## src/rtl/dmem_arbiter_pkg.sv

```systemverilog
// Shared encodings for the data-memory arbiter: owner ids, FSM states and access-size width.
package dmem_arbiter_pkg;

    localparam int unsigned Func3W = 3;

    typedef enum logic {
        OwnCore = 1'b0,
        OwnExt  = 1'b1
    } owner_e;

    typedef enum logic {
        StIdle    = 1'b0,
        StExtLock = 1'b1
    } state_e;

endpackage

```

## src/rtl/arb_rr2.sv

```systemverilog
// Two-way round-robin pick: bit 0 is the core, bit 1 the external port; output is one-hot or zero.
module arb_rr2
    import dmem_arbiter_pkg::*;
(
    input  logic [1:0] req,
    input  owner_e     last,
    output logic [1:0] gnt
);

    always_comb begin
        gnt = 2'b00;
        unique case (req)
            2'b01:   gnt = 2'b01;
            2'b10:   gnt = 2'b10;
            // Both asking: whoever did not own the memory last time wins.
            2'b11:   gnt = (last == OwnExt) ? 2'b01 : 2'b10;
            default: gnt = 2'b00;
        endcase
    end

endmodule

```

## src/rtl/dmem_arbiter.sv

```systemverilog
// Shares one data memory between the core load/store path and an external (debug/DMA) port,
// with bounded external lock bursts so the core always makes progress.
module dmem_arbiter
    import dmem_arbiter_pkg::*;
#(
    parameter int unsigned ADDR_W    = 32,
    parameter int unsigned DATA_W    = 32,
    parameter int unsigned MAX_BURST = 4
) (
    input  logic              clk,
    input  logic              reset,

    input  logic              core_req,
    input  logic              core_we,
    input  logic [Func3W-1:0] core_func3,
    input  logic [ADDR_W-1:0] core_addr,
    input  logic [DATA_W-1:0] core_wdata,
    output logic              core_gnt,
    output logic              core_stall,
    output logic [DATA_W-1:0] core_rdata,

    input  logic              ext_req,
    input  logic              ext_we,
    input  logic              ext_lock,
    input  logic [Func3W-1:0] ext_func3,
    input  logic [ADDR_W-1:0] ext_addr,
    input  logic [DATA_W-1:0] ext_wdata,
    output logic              ext_gnt,
    output logic              ext_rvalid,
    output logic [DATA_W-1:0] ext_rdata,

    output logic              mem_wen,
    output logic [Func3W-1:0] mem_func3,
    output logic [ADDR_W-1:0] mem_addr,
    output logic [DATA_W-1:0] mem_wdata,
    input  logic [DATA_W-1:0] mem_rdata
);

    localparam int unsigned CntW = $clog2(MAX_BURST + 1);
    localparam logic [CntW-1:0] CntMax = CntW'(MAX_BURST);

    state_e            state_q, state_d;
    owner_e            last_q, last_d;
    logic [CntW-1:0]   burst_cnt_q, burst_cnt_d;
    logic              ext_rvalid_q;
    logic [DATA_W-1:0] ext_rdata_q;

    logic [1:0] rr_gnt;
    logic       burst_full;

    assign burst_full = (burst_cnt_q == CntMax);

    arb_rr2 u_arb_rr2 (
        .req  ({ext_req, core_req}),
        .last (last_q),
        .gnt  (rr_gnt)
    );

    always_ff @(posedge clk or negedge reset) begin
        if (!reset) begin
            state_q      <= StIdle;
            last_q       <= OwnExt;
            burst_cnt_q  <= '0;
            ext_rvalid_q <= 1'b0;
            ext_rdata_q  <= '0;
        end else begin
            state_q      <= state_d;
            last_q       <= last_d;
            burst_cnt_q  <= burst_cnt_d;
            ext_rvalid_q <= ext_gnt & ~ext_we;
            if (ext_gnt && !ext_we) begin
                ext_rdata_q <= mem_rdata;
            end
        end
    end

    always_comb begin
        state_d     = state_q;
        last_d      = last_q;
        burst_cnt_d = burst_cnt_q;
        if (core_gnt) begin
            last_d = OwnCore;
        end else if (ext_gnt) begin
            last_d = OwnExt;
        end
        unique case (state_q)
            StIdle: begin
                if (ext_gnt && ext_lock) begin
                    state_d     = StExtLock;
                    burst_cnt_d = CntW'(1);
                end
            end
            StExtLock: begin
                if (!(ext_req && ext_lock) || core_gnt) begin
                    state_d     = StIdle;
                    burst_cnt_d = '0;
                end else if (core_req && !burst_full) begin
                    // Only time the core actually waits is charged against the burst budget.
                    burst_cnt_d = burst_cnt_q + CntW'(1);
                end
            end
            default: begin
                state_d = StIdle;
            end
        endcase
    end

    always_comb begin
        core_gnt = 1'b0;
        ext_gnt  = 1'b0;
        unique case (state_q)
            StIdle: begin
                core_gnt = rr_gnt[0];
                ext_gnt  = rr_gnt[1];
            end
            StExtLock: begin
                if (ext_req && ext_lock) begin
                    if (burst_full && core_req) begin
                        core_gnt = 1'b1;
                    end else begin
                        ext_gnt = 1'b1;
                    end
                end else if (core_req) begin
                    core_gnt = 1'b1;
                end else begin
                    ext_gnt = ext_req;
                end
            end
            default: begin
                core_gnt = 1'b0;
            end
        endcase
        if (!reset) begin
            core_gnt = 1'b0;
            ext_gnt  = 1'b0;
        end
    end

    assign core_stall = core_req & ~core_gnt;
    assign core_rdata = mem_rdata;
    assign ext_rvalid = ext_rvalid_q;
    assign ext_rdata  = ext_rdata_q;

    // With no grant the address/data lanes simply follow the core.
    assign mem_wen   = ext_gnt ? ext_we : (core_gnt & core_we);
    assign mem_func3 = ext_gnt ? ext_func3 : core_func3;
    assign mem_addr  = ext_gnt ? ext_addr : core_addr;
    assign mem_wdata = ext_gnt ? ext_wdata : core_wdata;

endmodule

```

## config.mk

```make
export PLATFORM = sky130hd
export DESIGN_NAME = dmem_arbiter
export DESIGN_NICKNAME = d
export VERILOG_FILES = /design/src/rtl/dmem_arbiter_pkg.sv /design/src/rtl/arb_rr2.sv /design/src/rtl/dmem_arbiter.sv
export SDC_FILE = /design/constraint.sdc
export NUM_CORES = 1
export LEC_CHECK = 0
export CORE_AREA = 2 2 121 123
export CTS_CLUSTER_DIAMETER = 100
export DETAILED_ROUTE_END_ITERATION = 10
export DIE_AREA = 0 0 123 125
export SYNTH_ARGS = -nofsm -noshare
export SYNTH_HDL_FRONTEND = slang
export SYNTH_SLANG_ARGS = --single-unit
export TNS_END_PERCENT = 1
```

## constraint.sdc

```tcl
create_clock -name clk -period 2 [get_ports clk]
set_input_delay 0.4 -clock clk [delete_from_list [all_inputs] [get_ports clk]]
set_output_delay 0.4 -clock clk [all_outputs]
set_load 0.1 [all_outputs]
```

==> flow_metrics.tcl <==
set metrics [dict create \
    status "complete, but fails checks" \
    failed_checks "setup timing" \
    syn_avg_cell_area_um2 12.2 \
    ys_warn_count 0 \
    antennaDiodeCount 0 \
    yosys.cell_count.top_type "mux2_2" \
    syn_area_um2 2740 \
    first_pass_iters 4 \
    period_share_pct 128 \
    grt.total_usage_pct 17.6 \
    synthTopCellsByArea "mux2_2 37%, dfrtp_1 34%, buf_4 9.0%" \
    synth_top_area_share_pct 36.6 \
    cts_buffers 5 \
    coreArea_um2 14200 \
    power.internal_mw 3.04 \
    cts.path.max_buffers 2 \
    worst_slew_pin_slew_ns 0.319 \
    endpoint_kind "primary output" \
    synth-seq-area-share_pct 34.8 \
    fin_hold_ws_ns 0.114 \
    core.rowCount 44 \
    syn-num-nets 400 \
    dieArea_um2 15400 \
    portBuffers 308 \
    multi_input_area_um2 1600 \
    grt_max_degree 34 \
    stdcell_count 718 \
    startpoint "burst_cnt_q[0]" \
    path_class "flop to primary output" \
    r2r_setup_slack_ns 0.15 \
    reg2reg_depth 8 \
    fin_worst_skew_ns 0.00518 \
    drcViolationCount 0 \
    initial_core_util_pct 19.3 \
    reg2reg_from "burst_cnt_q[0]" \
    synth_ff_type "dfrtp_1" \
    synth-edff-count 0 \
    grt-ovfl-total 0 \
    hold_viol 0 \
    fmax_ghz 0.390 \
    leakagePower_nw 3.22 \
    p_clk_share_pct 12.3 \
    antenna_found_initial 2 \
    die_w_um 123 \
    clockRootBuffer "clkbuf_16" \
    htree_levels 2 \
    fillers 1199 \
    dpl.hpwl_mm 11.9 \
    power_density_nw_per_um2 868 \
    wire_per_inst_um 20.6 \
    synth_commonest_cells "89 x mux2_2, 37 x dfrtp_1, 33 x buf_4, 10 x mux2_4" \
    clkTransAtPathRegs_ns 0.06 \
    dp_cells 698 \
    regArea_um2 952 \
    die_h_um 125 \
    max_slew_margin_pct 78.7 \
    insertion_delay_ns 0.28 \
    setup_slack_ns -0.567 \
    ys_ff_latch 38 \
    drt_wl_total_mm 14.8 \
    synth_largest_area_cell "mux2_2" \
    power_frac_comb_pct 71.5 \
    switching_share_pct 53.2 \
    clock-sinks 38 \
    ios 309 \
    path_max_fanout 5 \
    syn-instance-count 225 \
    power_frac_seq_pct 16.2 \
    place.gp.congestion 0.871 \
    synth_async_sr_flop_share_pct 100 \
    vias 3033 \
    viasPerCell 4.22 \
    cts_tree "done" \
    drv_slew 0 \
    grt_pass1_wl_mm 20.1 \
    timing.rr.end "ext_rdata[12]" \
    rsz0062_at_grt "yes" \
    synthDistinctLibCells 34 \
    syn_to_final_growth_pct 173 \
    worstHoldPathType "input pin to asynchronous set/reset pin" \
    finalSetupViolations 71 \
    critPathLaunchType "flop" \
    drive_above_1_share_pct 55.2 \
    required_ns 1.60 \
    ir_drop_mv 0.697 \
    final_nets 708 \
    switchingPower_mw 3.46 \
    ant_nets 0 \
    crit_arrival_ns 2.17 \
    final.min_clock_period_ns 2.57 \
    first_global_vias 3268 \
    maxCapViolCount 0 \
    endpoint "mem_addr[28]" \
    drtIter0Drc 51 \
    final_core_util_pct 52.7 \
]
-- final cells by class --
| class | instances | area share (%) |
|---|---|---|
| timing repair buffer | 347 | 60.7 |
| multi-input combinational | 138 | 21.4 |
| sequential | 38 | 12.7 |
| tap | 184 | 3.07 |
| clock buffer | 7 | 1.91 |
| inverter | 3 | 0.150 |
| clock inverter | 1 | 0.0668 |
-- worst max-delay path, stage by stage (launching register included) --
cell and delay [ns]:
dfrtp_1 0.39, inv_2 0.08, ha_4 0.16, nand2_8 0.07
a31oi_4 0.18, nor2_4 0.07, buf_12 0.14, clkbuf_16 0.15
clkbuf_16 0.16, mux2_4 0.32, buf_12 0.17
-- flip-flops by register name (all words and copies together), names as in the netlist --
| signal | flops |
|---|---|
| ext_rdata | 32 |
| burst_cnt_q | 3 |
| last_q | 1 |
| ext_rvalid | 1 |
| state_q | 1 |
-- power by group through the flow --
stage,clock network (mW),registers (mW),logic [mW]
after floorplan,0,2.31,1.74
after global placement,0,1.06,4.51
after detailed placement,0,1.06,4.53
after CTS,0.824,1.06,4.59
after global routing,0.856,1.08,4.76
final,0.797,1.05,4.65
-- metal layers --
layer,wire (um),vias to the layer above,share of wire [%],track usage [%]
met4,159,4,1.1,2.67
met5,27,-,0.18,0
met3,1560,11,11,6.61
met2,7500,171,51,31.6
met1,5520,1449,37,20.0
li1,-,1398,-,-
-- worst min-delay path by stage --
stage                                 to  slack [ns]
after detailed placement   ext_rdata[24]        0.42
after CTS                  ext_rdata[24]        0.12
final                      ext_rdata[23]        0.11
after floorplan           burst_cnt_q[0]        0.10
after global placement     ext_rdata[21]        0.42
after global routing       ext_rdata[30]        0.13
-- kinds of logic (layout without fill, tap and decap cells) --
kind of cell               Yosys count  in the layout  share of synthesized area, %
muxes                               99             99                          42.1
buffers and inverters               49            358                          13.0
and+or+nand+nor                     18             18                          3.79
AOI/OAI and AO/OA                   19             19                          5.44
DFF                                 38             38                          34.8
adders and majority gates            2              2                         0.914
-- placed cells by master (no fill, tap or decap), types with 3 or more instances in the layout --
cell	synthesis	final
buf_12	0	111
clkdlybuf4s50_1	0	168
nor2_1	3	3
nand2_1	7	7
a21oi_1	4	3
mux2_2	89	58
buf_6	5	5
clkbuf_16	0	10
buf_4	33	53
dfrtp_1	37	37
dlygate4sd2_1	0	3
mux2_4	10	41
-- timing repair --
| action | in CTS | in global routing |
|---|---|---|
| buffers inserted | 0 | 6 |
| setup endpoints to repair | 71 | 71 |
| cloned | 1 | 6 |
| pin swaps | 1 | 3 |
| resized for setup | 25 | 11 |
| hold buffers | 0 | 0 |
-- per-stage QoR --
stage | instance area (um^2) | TNS, ns | total power [mW] | worst slack [ns]
detailed placement | 6990 | -39.35 | 5.59 | -0.564
global route | 7490 | -41.87 | 6.69 | -0.635
global placement | 6990 | -39.07 | 5.56 | -0.541
floorplan | 2810 | -12.75 | 4.05 | -0.238
finish | 7490 | -36.81 | 6.50 | -0.567
CTS | 7250 | -34.04 | 6.47 | -0.554
Power figures use the tool's default switching activity.
